`config.mk`:
```
export PLATFORM = sky130hd
export DESIGN_NAME = ifu_fetch
export DESIGN_NICKNAME = d
export VERILOG_FILES = /design/src/rtl/ifu_fetch_pkg.sv /design/src/rtl/ifu_inst_fifo.sv /design/src/rtl/ifu_fetch.sv
export SDC_FILE = /design/constraint.sdc
export NUM_CORES = 1
export LEC_CHECK = 0
export ABC_AREA = 1
export BUFFER_PORTS_ARGS = -buffer_cell sky130_fd_sc_hd__buf_2
export CAP_MARGIN = 30
export CORE_MARGIN = 5
export CORE_UTILIZATION = 60
export DETAILED_ROUTE_END_ITERATION = 10
export GPL_ROUTABILITY_DRIVEN = 0
export PLACE_DENSITY = 0.83
export SLEW_MARGIN = 20
export SYNTH_ARGS = -nofsm -noshare
export SYNTH_HDL_FRONTEND = slang
export SYNTH_SLANG_ARGS = --single-unit
```
`constraint.sdc`:
```
create_clock -name clk -period 10.7 [get_ports clk]
set_input_delay 1.605 -clock clk [delete_from_list [all_inputs] [get_ports clk]]
set_output_delay 1.605 -clock clk [all_outputs]
set_load 0.005 [all_outputs]
```
`src/rtl/ifu_fetch_pkg.sv`:
```
// Shared definitions for the instruction fetch stage.
// Reset vector, fetch FSM encoding and the canonical NOP.
package ifu_fetch_pkg;

    localparam logic [31:0] RESET_PC_DEF = 32'h8000_0000;
    localparam logic [31:0] INST_NOP     = 32'h0000_0013;

    typedef enum logic [1:0] {
        FS_REQ  = 2'd0,
        FS_WAIT = 2'd1,
        FS_KILL = 2'd2
    } fetch_state_t;

    function automatic logic [31:0] word_align(input logic [31:0] a);
        return {a[31:2], 2'b00};
    endfunction

endpackage

```
`src/rtl/ifu_inst_fifo.sv`:
```
// Instruction buffer between fetch and decode.
// Head entry is held in a register so decode sees flop outputs.
module ifu_inst_fifo #(
    parameter int DEPTH = 2,
    parameter int WIDTH = 64
) (
    input  logic             clk,
    input  logic             rst_n,
    input  logic             flush,
    input  logic             push,
    input  logic [WIDTH-1:0] push_data,
    input  logic             pop,
    output logic [$clog2(DEPTH):0] count,
    output logic             head_valid,
    output logic [WIDTH-1:0] head_data
);

    localparam int AW = $clog2(DEPTH);
    localparam int CW = AW + 1;
    localparam logic [AW:0] DEPTH_C = CW'(DEPTH);

    logic [WIDTH-1:0] mem [DEPTH];
    logic [AW-1:0]    rd_ptr;
    logic [AW-1:0]    wr_ptr;
    logic [AW-1:0]    rd_nxt;
    logic [AW:0]      cnt_nxt;
    logic [WIDTH-1:0] head_nxt;
    logic             push_ok;
    logic             pop_ok;

    assign pop_ok  = pop & (count != '0);
    assign push_ok = push & ((count < DEPTH_C) | pop_ok);
    assign rd_nxt  = rd_ptr + AW'(pop_ok);
    assign cnt_nxt = count + CW'(push_ok) - CW'(pop_ok);

    // A push into a slot that becomes the head bypasses the array.
    always_comb begin
        head_nxt = mem[rd_nxt];
        if (push_ok && (wr_ptr == rd_nxt)) begin
            head_nxt = push_data;
        end
    end

    always_ff @(posedge clk) begin
        if (push_ok && !flush) begin
            mem[wr_ptr] <= push_data;
        end
    end

    always_ff @(posedge clk or negedge rst_n) begin
        if (!rst_n) begin
            rd_ptr     <= '0;
            wr_ptr     <= '0;
            count      <= '0;
            head_valid <= 1'b0;
            head_data  <= '0;
        end else if (flush) begin
            rd_ptr     <= '0;
            wr_ptr     <= '0;
            count      <= '0;
            head_valid <= 1'b0;
        end else begin
            rd_ptr     <= rd_nxt;
            wr_ptr     <= wr_ptr + AW'(push_ok);
            count      <= cnt_nxt;
            head_valid <= (cnt_nxt != '0);
            if (cnt_nxt != '0) begin
                head_data <= head_nxt;
            end
        end
    end

endmodule

```
`src/rtl/ifu_fetch.sv`:
```
// Sequential fetch with one outstanding imem request.
// Redirects flush the buffer and kill any in-flight response.
module ifu_fetch
    import ifu_fetch_pkg::*;
#(
    parameter logic [31:0] RESET_PC  = RESET_PC_DEF,
    parameter int          BUF_DEPTH = 2
) (
    input  logic        clk,
    input  logic        rst_n,
    output logic        imem_req_valid,
    input  logic        imem_req_ready,
    output logic [31:0] imem_req_addr,
    input  logic        imem_resp_valid,
    input  logic [31:0] imem_resp_data,
    input  logic        redirect_valid,
    input  logic [31:0] redirect_pc,
    output logic        inst_valid,
    input  logic        inst_ready,
    output logic [31:0] inst,
    output logic [31:0] inst_pc
);

    localparam int AW = $clog2(BUF_DEPTH);
    localparam int CW = AW + 1;
    localparam logic [AW:0] DEPTH_C = CW'(BUF_DEPTH);

    fetch_state_t state;
    logic [31:0]  fetch_pc;
    logic [31:0]  req_pc;
    logic         req_valid_q;
    logic         hs;
    logic         push;
    logic         pop;
    logic         room;
    logic [AW:0]  count;
    logic [AW:0]  cnt_nxt;
    logic [63:0]  head;

    assign imem_req_valid = req_valid_q;
    assign imem_req_addr  = fetch_pc;
    assign hs   = req_valid_q & imem_req_ready;
    assign push = (state == FS_WAIT) & imem_resp_valid
                & ~redirect_valid;
    assign pop  = inst_valid & inst_ready;

    always_comb begin
        cnt_nxt = '0;
        if (!redirect_valid) begin
            cnt_nxt = count + CW'(push) - CW'(pop);
        end
    end

    // Full buffer only stalls new requests; WAIT owns a reserved slot.
    assign room = (cnt_nxt < DEPTH_C);

    always_ff @(posedge clk or negedge rst_n) begin
        if (!rst_n) begin
            state       <= FS_REQ;
            fetch_pc    <= RESET_PC;
            req_pc      <= '0;
            req_valid_q <= 1'b0;
        end else begin
            if (hs) begin
                req_pc <= fetch_pc;
            end
            if (redirect_valid) begin
                fetch_pc <= word_align(redirect_pc);
            end else if (hs) begin
                fetch_pc <= fetch_pc + 32'd4;
            end
            unique case (state)
                FS_REQ: begin
                    if (hs) begin
                        state       <= redirect_valid ? FS_KILL : FS_WAIT;
                        req_valid_q <= 1'b0;
                    end else begin
                        state       <= FS_REQ;
                        req_valid_q <= room;
                    end
                end
                FS_WAIT: begin
                    if (imem_resp_valid) begin
                        state       <= FS_REQ;
                        req_valid_q <= room;
                    end else begin
                        state       <= redirect_valid ? FS_KILL : FS_WAIT;
                        req_valid_q <= 1'b0;
                    end
                end
                FS_KILL: begin
                    if (imem_resp_valid) begin
                        state       <= FS_REQ;
                        req_valid_q <= room;
                    end else begin
                        req_valid_q <= 1'b0;
                    end
                end
                default: begin
                    state       <= FS_REQ;
                    req_valid_q <= 1'b0;
                end
            endcase
        end
    end

    ifu_inst_fifo #(
        .DEPTH (BUF_DEPTH),
        .WIDTH (64)
    ) u_fifo (
        .clk        (clk),
        .rst_n      (rst_n),
        .flush      (redirect_valid),
        .push       (push),
        .push_data  ({req_pc, imem_resp_data}),
        .pop        (pop),
        .count      (count),
        .head_valid (inst_valid),
        .head_data  (head)
    );

    assign inst_pc = head[63:32];
    assign inst    = head[31:0];

endmodule

```
Yosys cells after proc, flatten, opt, wreduce, memory -nomap -nowiden

Memory sizes are Yosys's and may differ from the RTL's. A register that Yosys moved wholly into a read port is not among the register bits.
Index checks and enable logic that the tools add are counted.

Bits in registers: 72
Word-level logic and storage cells: 55
Memory bits (writable): 128
Memories kept: 1
Output and inout port bits: 98
Bits in read-only memories: 0
Latch bits: 0

Divide/modulo/power cells: 0
Bitwise operators: 8
Add/sub/neg operators: 7
Shift-type cells: 0
Multiply operators: 0
$lt $le $gt $ge: 2
Equality and inequality tests: 3
Reduce and logical (&&, ||, !) cells: 9
Multiplexer cells: 17

Memory list:

| name       | words | bits a word | read ports | clocked after memory_dff | wr ports | RTL line            | RTL |
|---|---|---|---|---|---|---|---|
| u_fifo.mem | 2     | 64          | 1          | 1                        | 1        | ifu_inst_fifo.sv:22 | `logic [WIDTH-1:0] mem [DEPTH];` |

Operators with widths:

| cell                                                 | count |
|---|---|
| two-way mux 32 bit                                   | 2 |
| adder 32 x 3 -> 32 bit (second input constant)       | 1 |
| two-way mux 2 bit                                    | 6 |
| two-way mux 1 bit                                    | 7 |
| bitwise AND 1 bit                                    | 6 |
| one-hot mux 2 bit (3 select lines)                   | 1 |
| nonzero test 2 bit                                   | 3 |
| adder 2 x 1 -> 2 bit                                 | 2 |
| less-than comparator 2 bit (second input constant)   | 2 |
| subtractor 2 x 1 -> 2 bit                            | 2 |
| adder 1 bit                                          | 2 |
| equality test 2 x 1 -> 1 bit (second input constant) | 1 |
| equality test 2 bit (second input constant)          | 1 |
| zero test 1 bit                                      | 2 |
| zero test 2 bit                                      | 1 |
| != test 2 bit (second input constant)                | 1 |
| one-hot mux 1 bit (2 select lines)                   | 1 |
| AND reduction 2 bit                                  | 1 |
| OR reduction 2 bit                                   | 1 |
| logical AND 1 bit                                    | 1 |
| inverter 1 bit                                       | 1 |
| OR 1 bit                                             | 1 |

Depth between registers and ports, before layout

Gate-level depths: netlist of the first run.

Depth after elaboration: 9
Depth in mapped cells: 14

Cells and area by module

A second synthesis of the first run with hierarchy kept.

Cells, all modules: 1503
Area, all modules: 12639.6 sq um

Modules (own cells, without submodules):

| module        | times used | sequential area each (sq um) | cells each | area each (sq um) |
|---|---|---|---|---|
| ifu_inst_fifo | 1          | 5570.3                       | 996        | 9013.6 |
| ifu_fetch     | 1          | 1577.8                       | 507        | 3626.0 |

Worst setup path after synthesis of the first run

No wires, ideal clock.

Path kind: input-to-reg
Start: input redirect_valid
End: memory u_fifo.mem[1][0], enable pin
Setup slack: 5297 ps
Stages: 7
Setup time: 484 ps
Arrival: 4918 ps
Cells stage by stage: buf_2 > inv_2 > nand3_1 > a21oi_2 > buf_2 > inv_1 > nor2_1

Word-level cells in the longest chain between the ends: 6
Elaborated cells between the ends (all ways): 7
Those cells by class: mux: 2; bitwise: 3; reduce/logical: 2

Ends and longest elaborated chain:

| what                                        | RTL line            | RTL |
|---|---|---|
| start: declaration                          | ifu_fetch.sv:16     | `input logic redirect_valid,` |
| inverter 1 bit (no source line)             | n/a                 |  |
| bitwise AND 1 bit                           | ifu_fetch.sv:44     | `& ~redirect_valid;` |
| bitwise AND 1 bit                           | ifu_inst_fifo.sv:32 | `assign push_ok = push & ((count < DEPTH_C) \| pop_ok);` |
| logical AND 1 bit (*)                       | ifu_inst_fifo.sv:45 | `if (push_ok && !flush) begin` |
| two-way mux 1 bit (*)                       | ifu_inst_fifo.sv:45 |  |
| two-way mux 1 bit (not written as such) (*) | ifu_inst_fifo.sv:46 | `mem[wr_ptr] <= push_data;` |
| end: declaration                            | ifu_inst_fifo.sv:22 |  |

Mark *: on every way between the ends. The rest lies on a longest branch, timed or not.

Worst setup path after layout of the first run

Start: input redirect_valid
End: register u_fifo.head_data[51] (read register of u_fifo.mem)

Word-level cells in the longest chain between the ends: 7

Ends and longest elaborated chain:

| what                                     | RTL line            | RTL |
|---|---|---|
| inverter 1 bit (no source line) (*)      | n/a                 |  |
| bitwise AND 1 bit                        | ifu_fetch.sv:44     |  |
| bitwise AND 1 bit                        | ifu_inst_fifo.sv:32 |  |
| adder 2 x 1 -> 2 bit                     | ifu_inst_fifo.sv:34 | `assign cnt_nxt = count + CW'(push_ok) - CW'(pop_ok);` |
| subtractor 2 x 1 -> 2 bit                | ifu_inst_fifo.sv:34 |  |
| nonzero test 2 bit                       | ifu_inst_fifo.sv:67 | `if (cnt_nxt != '0) begin` |
| AND reduction 2 bit (no source line) (*) | n/a                 |  |
| end: declaration                         | ifu_inst_fifo.sv:15 | `output logic [WIDTH-1:0] head_data` |

Marked as above.
A chain may end at the register's enable or synchronous reset.

==> results.ini, run 1 <==
[routing]
dr.pass1.iters=8
avgRoutedWirePerCell_um=17.0
vias=9486
drt_iter0_markers=838
vias_per_cell=5.47
drt-total-wl_mm=29.4
ant_nets=0
drcViolationCount=0

[worst_setup_path]
critical_path.startpoint_type=input pin
rr_endpoint=u_fifo.head_data[51]
cp_cell_sequence=buf_2 -> inv_2 -> nand3_1 -> a21oi_4 -> buf_4 -> ha_1 -> inv_1 -> nand2_1 -> nand3_4 -> nand2_4 -> nand3_1 -> nand2_1
critical_path_class=in2reg
r2r_cells=12
required_ps=11160
crit_fanout=66
r2r_setup_slack_ps=6500
r2r-start=state[1]
end_kind=register
critPathMaxStageDelay_ps=1020
critPathArrivalTime_ps=5750
crit_slowest_cell=nand2_4

[synthesis]
ys_async_sr_fraction_pct=51.2
synth_commonest_cells=nand2_1, nand3_1, inv_1
synth_edf_count=124
synth-simple-area-share_pct=24.3
synth_top_family_by_area=simple AND/OR/NAND/NOR gates
synthFlopType=dfrtp_1
synth.distinct_cells=34
synth_xor_area_share_pct=0.888
avgSynthCellArea_um2=8.99
yosysMostFrequentCell=nand2_1
yosys_warnings=0
synth_compound_area_share_pct=5.70
syn-instance-count=1317
synthAdderAreaFrac_pct=0.845
synth_top_area_share_pct=31.4
synth_area_leaders=edfxtp_1, dfrtp_1, nand2_1
synth_mux_area_share_pct=0
syn_area_um2=11800
ys_ff_latch=254
synth_top_cell_by_area=edfxtp_1
synth_seq_area_share_pct=58.9

[timing]
whs_ps=477
worst_pin_slew_ps=902
setup_viol=0
setup_tns_ps=0
period_share_pct=49.5
skew_ps=19.8
rsz0062_at_grt=no
hold_viol=0
slew_violations=0
fmax_mhz=189
max_slew_margin_pct=39.9
fin_crit_ps=5290

[clock_tree]
htreeDepth=1
clockRootBuffer=clkbuf_16
cts.path.max_buffers=3
clk_pin_slew_worst_paths_ps=60
insertion_delay_ps=530
post_cts_buffers=0
hold_buffers=0
clkSinkCount=254
cts_buffers=27
cts_resized=0
cts_tree=done

[placed_design]
placed_area_um2=12700
io_buffers=161
hpwl_mm=17.4

[global_routing]
grt_pass1_vias=9425
grt_max_degree=92
track_usage_pct=26.2
grt_pass1_wl_mm=47.2
antenna_found_initial=0
gr-total-overflow=0

[run]
max_cap_viol_count=0

[floorplan]
die-area_um2=22600
die_h_um=150
rows=51
die_x_um=150
start_util_pct=60.8
num_io_pins=168
core_area_um2=19500

[power_and_ir_drop]
peakVddDrop_mv=0.153
combPwrFrac_pct=20.8
p_sw_mw=0.910
leakage_nw=6.58
power_density_nw_per_um2=219
netSwitchingFraction_pct=30.7
power_frac_seq_pct=48.6
internal-power_mw=2.05
clkPwrFrac_pct=30.5

[layout]
drive_gt1_share_pct=16.1
diodes=0
nFillCells=1414
postLayoutCellArea_um2=13500
areaGrowthSynthToFinish_pct=14.4
final_core_util_pct=69.6
nNetsFinal=1528

[worst_hold_path]
hold_depth=0
hold_end=u_fifo.mem[1][34]
min_from=req_pc[2]
hold_class=reg2reg

[run_status]
status=complete, no violations

[layout by cell type (no fill, tap or decap), types with 3 or more instances in the layout]
| cell type | synthesis | layout |
|---|---|---|
| nand2_1 | 362 | 362 |
| nand3_1 | 212 | 212 |
| inv_1 | 184 | 184 |
| buf_2 | 28 | 160 |
| dfrtp_1 | 129 | 129 |
| edfxtp_1 | 124 | 124 |
| o21ai_0 | 88 | 88 |
| nor2_1 | 49 | 47 |
| clkbuf_16 | 0 | 27 |
| o21ai_1 | 23 | 23 |
| nand3_2 | 11 | 11 |
| clkbuf_1 | 25 | 11 |
| xor2_1 | 10 | 10 |
| buf_4 | 4 | 10 |
| ha_1 | 8 | 8 |
| a21oi_1 | 7 | 7 |
| o211ai_1 | 6 | 6 |
| nand2_2 | 5 | 5 |
| nand4_1 | 5 | 5 |
| nor3_1 | 4 | 4 |
| conb_1 | 1 | 4 |
| clkinv_2 | 0 | 4 |
| inv_2 | 3 | 3 |
| nor2_4 | 1 | 3 |
| clkbuf_8 | 0 | 3 |
[cell type report]
class                   count  area, um^2  share of cell area (%)
multi-input cells         809        3790                    28.0
clock inverters             8        95.1                   0.702
inverters                 187         702                    5.18
repair buffers            171         887                    6.55
clock buffers              41         758                    5.60
well taps                 265         332                    2.45
flip-flops and latches    254        6980                    51.5
[power by group through the flow]
stage	Combinational [mW]	Clock, mW	Sequential, mW
after CTS	0.622	0.914	1.44
after global routing	0.699	0.963	1.46
after detailed placement	0.605	0	1.45
final	0.617	0.905	1.44
after global placement	0.587	0	1.43
after floorplan	0.328	0	1.43
[worst max-delay path: cells and delay by family]
family,cells,cell delay [ps]
buffers and inverters,4,1340
AO/OA/AOI/OAI,1,150
adder cells (fa/ha/maj),1,260
AND/OR/NAND/NOR,6,2280
[sequential cells by signal (all words and copies together) (netlist names), 2 cells and up]
name	count
u_fifo.mem	124
u_fifo.head_data	62
imem_req_addr	30
req_pc	30
state	2
u_fifo.count	2
[kinds of logic after synthesis]
kind of cell | after synthesis
flops | 254
compound gates | 129
buf+inv | 257
simple gates | 656
fa+ha+maj | 8
other cells | 1
xor+xnor | 12
[through the flow]
stage | std cells | power (mW) | setup WS (ps)
3_5_place_dp | 1686 | 2.05 | 4920
2_1_floorplan | 1320 | 1.75 | 5300
4_1_cts | 1735 | 2.97 | 5470
5_1_grt | 1735 | 3.13 | 5140
3_3_place_gp | 1686 | 2.02 | 5010
6_report | 1735 | 2.96 | 5410
[worst max-delay path by stage]
stage | from | endpoint | slack [ps] | cells past startpoint
2_1_floorplan | redirect_valid | u_fifo.mem[1][0] | 5300 | 7
3_3_place_gp | redirect_valid | u_fifo.head_data[52] | 5010 | 12
3_5_place_dp | redirect_valid | u_fifo.head_data[52] | 4920 | 12
4_1_cts | redirect_valid | u_fifo.head_data[10] | 5470 | 12
5_1_grt | redirect_valid | u_fifo.head_data[52] | 5140 | 12
6_report | redirect_valid | u_fifo.head_data[51] | 5410 | 12
[routing by layer]
metal,vias up,global-route usage [%],routed length (um)
met4,0,8.83,787
met1,4426,36.0,11900
met2,468,42.8,14000
met5,-,0,0
li1,4520,-,-
met3,72,4.39,2770
Note: power is estimated with default switching activity, not from simulation.
==> run 2, diff against run 1 <==
--- a/config.mk
+++ b/config.mk
@@ -9,10 +9,10 @@
 export BUFFER_PORTS_ARGS = -buffer_cell sky130_fd_sc_hd__buf_2
 export CAP_MARGIN = 30
 export CORE_MARGIN = 5
-export CORE_UTILIZATION = 60
+export CORE_UTILIZATION = 52
 export DETAILED_ROUTE_END_ITERATION = 10
 export GPL_ROUTABILITY_DRIVEN = 0
-export PLACE_DENSITY = 0.83
+export PLACE_DENSITY = 0.76
 export SLEW_MARGIN = 20
 export SYNTH_ARGS = -nofsm -noshare
 export SYNTH_HDL_FRONTEND = slang
==> constraint.sdc (replaced) <==
create_clock -name clk -period 4.8 [get_ports clk]
set_input_delay 0.72 -clock clk [delete_from_list [all_inputs] [get_ports clk]]
set_output_delay 0.72 -clock clk [all_outputs]
set_load 0.005 [all_outputs]
==> run 2 against run 1 <==
Effect of this change:
- non-clock buffer count up 3
- clock power up 120%
- critical path depth down 1
- worst hold slack worse by 340 ps
- sequential power up 120%
- total power up 120%
- final cell count up 1.3%
- clock skew down 9.1 ps
- utilization down 9.0 points
- critical endpoint is now u_fifo.head_data[57]
==> results.ini, run 2 (synthesis results as in run 1) <==
[layout]
final_cell_mix=nand2_1, nand3_1, inv_1, buf_2, dfrtp_1
stdcell_count=1758  ; +1.3%
reg_top3=u_fifo.mem: 124 flops, u_fifo.head_data: 62 flops
top_register=u_fifo.mem
largest_reg_flops=124  ; unchanged
areaGrowthSynthToFinish_pct=15.1
final_core_util_pct=60.6  ; -9.0 points
nNetsFinal=1531  ; +0.20%
diodes=0  ; unchanged
final_common_cell=nand2_1
postLayoutCellArea_um2=13600  ; +0.67%
drive_gt1_share_pct=16.4  ; +0.31 points

[timing]
fmax_mhz=312
max_slew_margin_pct=38.3  ; -1.6 points
whs_ps=133  ; -343 ps
period_share_pct=66.8
slew_violations=0  ; unchanged
fin_crit_ps=3210
setup_viol=0  ; unchanged
skew_ps=10.7  ; -9.05 ps
fin_ws_ps=1590  ; -3810 ps
rsz0062_at_grt=no
hold_viol=0  ; unchanged
setup_tns_ps=0  ; unchanged
worst_pin_slew_ps=922  ; +20.4 ps

[power_and_ir_drop]
internal-power_mw=4.52  ; +120%
leakage_nw=6.60  ; +0.36%
peakVddDrop_mv=0.284  ; +86%
netSwitchingFraction_pct=30.6  ; -0.11 points
power_frac_seq_pct=49.2  ; +0.6 points
combPwrFrac_pct=20.7  ; about the same
p_sw_mw=1.99  ; +120%
power_density_nw_per_um2=478  ; +120%
p_total_mw=6.52  ; +120%
clkPwrFrac_pct=30.1  ; -0.4 points

[worst_setup_path]
r2r_cells=11  ; -1
crit_fanout=63  ; -4.5%
critical_path_class=in2reg
critical_path.startpoint_type=input pin
r2r_setup_slack_ps=1820  ; -4680 ps
rr_endpoint=u_fifo.head_data[57]
r2r-start=state[1]
required_ps=5200  ; -5960 ps
critPathArrivalTime_ps=3610  ; -2140 ps
end_kind=register

[clock_tree]
clkSinkCount=254  ; unchanged
cts_tree=done
clk_pin_slew_worst_paths_ps=60  ; about the same
insertion_delay_ps=520  ; about the same
clockRootBuffer=clkbuf_16
cts.path.max_buffers=3  ; unchanged
htreeDepth=1  ; unchanged
hold_buffers=0  ; unchanged
cts_buffers=27  ; unchanged
post_cts_buffers=0  ; unchanged
cts_resized=0  ; unchanged

[placed_design]
dp.cells=1708  ; +1.3%
hpwl_mm=18.0  ; +3.3%
placed_area_um2=12800  ; +0.61%
io_buffers=161  ; unchanged
preCtsSetupSlack_ps=1020  ; -3900 ps

[global_routing]
grt_pass1_vias=9338  ; -0.92%
antenna_found_initial=0  ; unchanged
gr-total-overflow=0  ; unchanged
grt_max_degree=102  ; +11%
grt_pass1_wl_mm=46.9  ; -0.66%
track_usage_pct=22.0  ; -4.2 points

[routing]
drt_iter0_markers=790  ; -5.7%
dr.pass1.iters=7  ; -1
ant_nets=0  ; unchanged
vias=9282  ; -2.2%
drcViolationCount=0  ; unchanged
vias_per_cell=5.28  ; -3.4%
drt-total-wl_mm=28.7  ; -2.5%
avgRoutedWirePerCell_um=16.3  ; -3.7%

[floorplan]
num_io_pins=168  ; unchanged
start_util_pct=52.6  ; -8.2 points
core_area_um2=22500  ; +16%
die_x_um=161  ; +6.9%
die_h_um=161  ; +6.9%
rows=55  ; +7.8%
die-area_um2=25900  ; +14%

[run]
max_cap_viol_count=0  ; unchanged

[worst_hold_path]
hold_class=in2async

[run_status]
status=complete, no violations

-- run 2: cell types whose count changed in the layout (fill, tap and decap cells not counted), sizes merged --
cell and change:
clkinv +3, clkinvlp +2, bufinv -1, clkbuf -3
buf +2
-- run 2: area by class of cell --
cell class | count | area (um^2)
fillers | 1932 | 8870
well taps | 285 | 357
clock inverters | 12 | 92.6
flip-flops and latches | 254 | 6980
clock buffers | 37 | 743
inverters | 187 | 702
repair buffers | 174 | 970
multi-input cells | 809 | 3790
-- run 2: how the worst max path moves through the flow --
stage	from	end	slack [ps]	cells past startpoint
floorplan	redirect_valid	u_fifo.mem[1][0]	280	7
global placement	redirect_valid	u_fifo.head_data[59]	1080	11
detailed placement	redirect_valid	u_fifo.head_data[59]	1020	11
CTS	redirect_valid	u_fifo.head_data[59]	1560	11
global route	redirect_valid	u_fifo.head_data[39]	1350	11
finish	redirect_valid	u_fifo.head_data[57]	1590	11
-- run 2: power by group through the flow --
stage	sequential, mW	combinational (mW)	clock (mW)
floorplan	3.18	0.731	0
global placement	3.21	1.31	0
detailed placement	3.24	1.35	0
CTS	3.20	1.36	1.99
global route	3.27	1.54	2.09
finish	3.21	1.35	1.96
-- run 2: critical path: stages --
cell,delay [ps]
buf_2,310
inv_2,320
nand3_1,190
a21oi_4,530
ha_1,250
inv_1,50
or2_1,250
nand3_4,80
nand2_4,450
nand3_1,330
nand2_1,80
-- run 2: per-layer routing --
layer	part of all wire, %	track usage, %	vias to the layer above
li1	-	-	4525
met1	44	31.1	4370
met2	47	36.1	341
met3	7.3	3.34	46
met4	1.6	5.62	0
met5	0	0	-
==> run 3, diff against run 2 <==
==> constraint.sdc (replaced) <==
create_clock -name clk -period 2.83 [get_ports clk]
set_input_delay 0.4245 -clock clk [delete_from_list [all_inputs] [get_ports clk]]
set_output_delay 0.4245 -clock clk [all_outputs]
set_load 0.005 [all_outputs]
==> run 3 against run 2 <==
Effect of this change:
- largest power group unchanged
- register-to-register slack lost 1500 ps
- routed wire length rose by 1.1%
- worst setup slack got worse by 1200 ps
- non-clock buffer count rose by 10
- highest routed layer unchanged
- clock power grew 80%
- sequential power is 70% higher
- critical endpoint is now u_fifo.head_data[55]
- combinational power up 71%
- via count increased by 0.69%
- count of clock-buffer cells in the layout grew 5
==> results.ini, run 3 (synthesis results as in run 1) <==
[run_status]
status=complete, no violations

[timing]
whs_ps=92.1  ; -41.1 ps
setup_viol=0  ; unchanged
worst_pin_slew_ps=871  ; -51.6 ps
fmax_mhz=404
fin_crit_ps=2470
hold_viol=0  ; unchanged
rsz0062_at_grt=no
setup_tns_ps=0  ; unchanged
slew_violations=0  ; unchanged
period_share_pct=87.4
skew_ps=14.1  ; +3.43 ps
max_slew_margin_pct=41.7  ; +3.4 points

[global_routing]
grt_pass1_vias=9284  ; -0.58%
grt_max_degree=99  ; -2.9%
gr-total-overflow=0  ; unchanged
grt_pass1_wl_mm=47.2  ; +0.62%
grt_use_met1_pct=31.1  ; about the same
antenna_found_initial=0  ; unchanged
grtUsageMet3_pct=3.93  ; +0.59 points
busiest_layer=met2
use_met2_pct=36.5  ; +0.36 points
track_usage_pct=22.2  ; +0.18 points

[power_and_ir_drop]
leakage_nw=6.70  ; +1.4%
peakVddDrop_mv=0.454  ; +60%
power_density_nw_per_um2=817  ; +71%

[floorplan]
die-area_um2=25900  ; unchanged
num_io_pins=168  ; unchanged
die_x_um=161  ; unchanged
rows=55  ; unchanged
start_util_pct=52.6  ; unchanged
core_area_um2=22500  ; unchanged
die_h_um=161  ; unchanged

[layout]
final_common_cell=nand2_1
postLayoutCellArea_um2=13800  ; +1.4%
reg_top3=u_fifo.mem: 124 flops, u_fifo.head_data: 62 flops
top_register=u_fifo.mem
areaGrowthSynthToFinish_pct=16.7
final_cell_mix=nand2_1, nand3_1, inv_1, buf_2, dfrtp_1
diodes=0  ; unchanged
nNetsFinal=1542  ; +0.72%
drive_gt1_share_pct=16.8  ; +0.39 points
largest_reg_flops=124  ; unchanged
nFillCells=1857  ; -3.9%

[worst_setup_path]
critPathMaxStageDelay_ps=610  ; +80 ps
r2r_cells=11  ; unchanged
critPathArrivalTime_ps=2930  ; -680 ps
rr_endpoint=u_fifo.head_data[55]
crit_slowest_cell=buf_4
crit_fanout=63  ; unchanged
end_kind=register
required_ps=3290  ; -1910 ps
r2r_setup_slack_ps=360  ; -1460 ps
cp_cell_sequence=nand2_1 -> inv_2 -> nand2_2 -> inv_1 -> ha_1 -> inv_1 -> ha_1 -> nand2_2 -> buf_4 -> nand3_1 -> nand2_1
path_delay_family=buffers and inverters
critical_path_class=reg2reg
critical_path.startpoint_type=register
r2r-start=u_fifo.head_valid
cp-startpoint=u_fifo.head_valid
crit_buf_inv=4  ; +1

[routing]
drcViolationCount=0  ; unchanged
drt_iter0_markers=958  ; +21%
ant_nets=0  ; unchanged
avgRoutedWirePerCell_um=16.4  ; +0.38%
vias_per_cell=5.28  ; about the same
vias=9346  ; +0.69%
dr.pass1.iters=6  ; -1
drt-total-wl_mm=29.0  ; +1.1%

[placed_design]
placed_area_um2=12900  ; +1.1%
hpwl_mm=18.1  ; +0.90%
io_buffers=161  ; unchanged

[clock_tree]
insertion_delay_ps=530  ; about the same
cts.path.max_buffers=3  ; unchanged
htreeDepth=1  ; unchanged
cts_tree=done
hold_buffers=1  ; +1
cts_buffers=28  ; +3.7%
clk_pin_slew_worst_paths_ps=60  ; about the same
clockRootBuffer=clkbuf_16
post_cts_buffers=0  ; unchanged
clkSinkCount=254  ; unchanged
cts_resized=0  ; unchanged

[run]
max_cap_viol_count=0  ; unchanged

[worst_hold_path]
hold_end=u_fifo.mem[1][31]
hold_depth=1
hold_class=in2reg
min_from=imem_resp_data[31]

run 3: changes by cell type in the layout (fill, tap and decap cells not counted), sizes merged:
| cell | before | now |
|---|---|---|
| clkinv | 8 | 7 |
| inv | 188 | 187 |
| dlygate4sd3 | 0 | 1 |
| bufinv | 1 | 2 |
| buf | 173 | 183 |
| clkbuf | 38 | 42 |
| clkinvlp | 2 | 1 |
run 3: per-stage QoR:
stage | std cells | total power, mW | utilization [%] | worst slack (ps)
CTS | 1771 | 11.4 | 61.4 | 354
floorplan | 1320 | 6.63 | - | -365
detailed placement | 1718 | 7.81 | 57.3 | 231
finish | 1771 | 11.3 | 61.4 | 356
global placement | 1718 | 7.69 | 57.3 | 306
global route | 1771 | 12.0 | 61.4 | 197
run 3: how the worst max path moves through the flow:
stage / endpoint / slack [ps] / depth (start not counted)
finish: u_fifo.head_data[55] / 360 / 11
global route: u_fifo.head_data[55] / 200 / 11
CTS: u_fifo.head_data[55] / 350 / 11
floorplan: u_fifo.mem[1][0] / -360 / 7
global placement: u_fifo.head_data[59] / 310 / 12
detailed placement: u_fifo.head_data[8] / 230 / 12
run 3: per-layer routing:
metal | vias up | part of all wire [%]
met5 | - | 0
met4 | 0 | 1.4
met3 | 37 | 7.9
met2 | 377 | 48
met1 | 4383 | 43
li1 | 4549 | -
run 3: final cells by class:
class	instances	area [um^2]	share of cell area (%)
well taps	285	357	2.58
repair buffers	184	1090	7.87
flip-flops and latches	254	6980	50.5
clock buffers	42	805	5.82
inverters	187	702	5.08
multi-input cells	809	3790	27.4
clock inverters	10	101	0.733
run 3: report_power, final:
group | switching, mW | total [mW] | leakage [nW] | internal [mW]
Sequential | 0.646 | 5.45 | 2.74 | 4.80
Combinational | 1.36 | 2.31 | 3.52 | 0.957
Clock | 1.40 | 3.53 | 0.437 | 2.14
run 3: worst register-to-register path, cell delays in order, from the launching register on:
cell and delay [ps]:
dfrtp_1 370, nand2_1 170, inv_2 90, nand2_2 90, inv_1 50, ha_1 270
inv_1 40, ha_1 270, nand2_2 100, buf_4 610, nand3_1 240, nand2_1 100
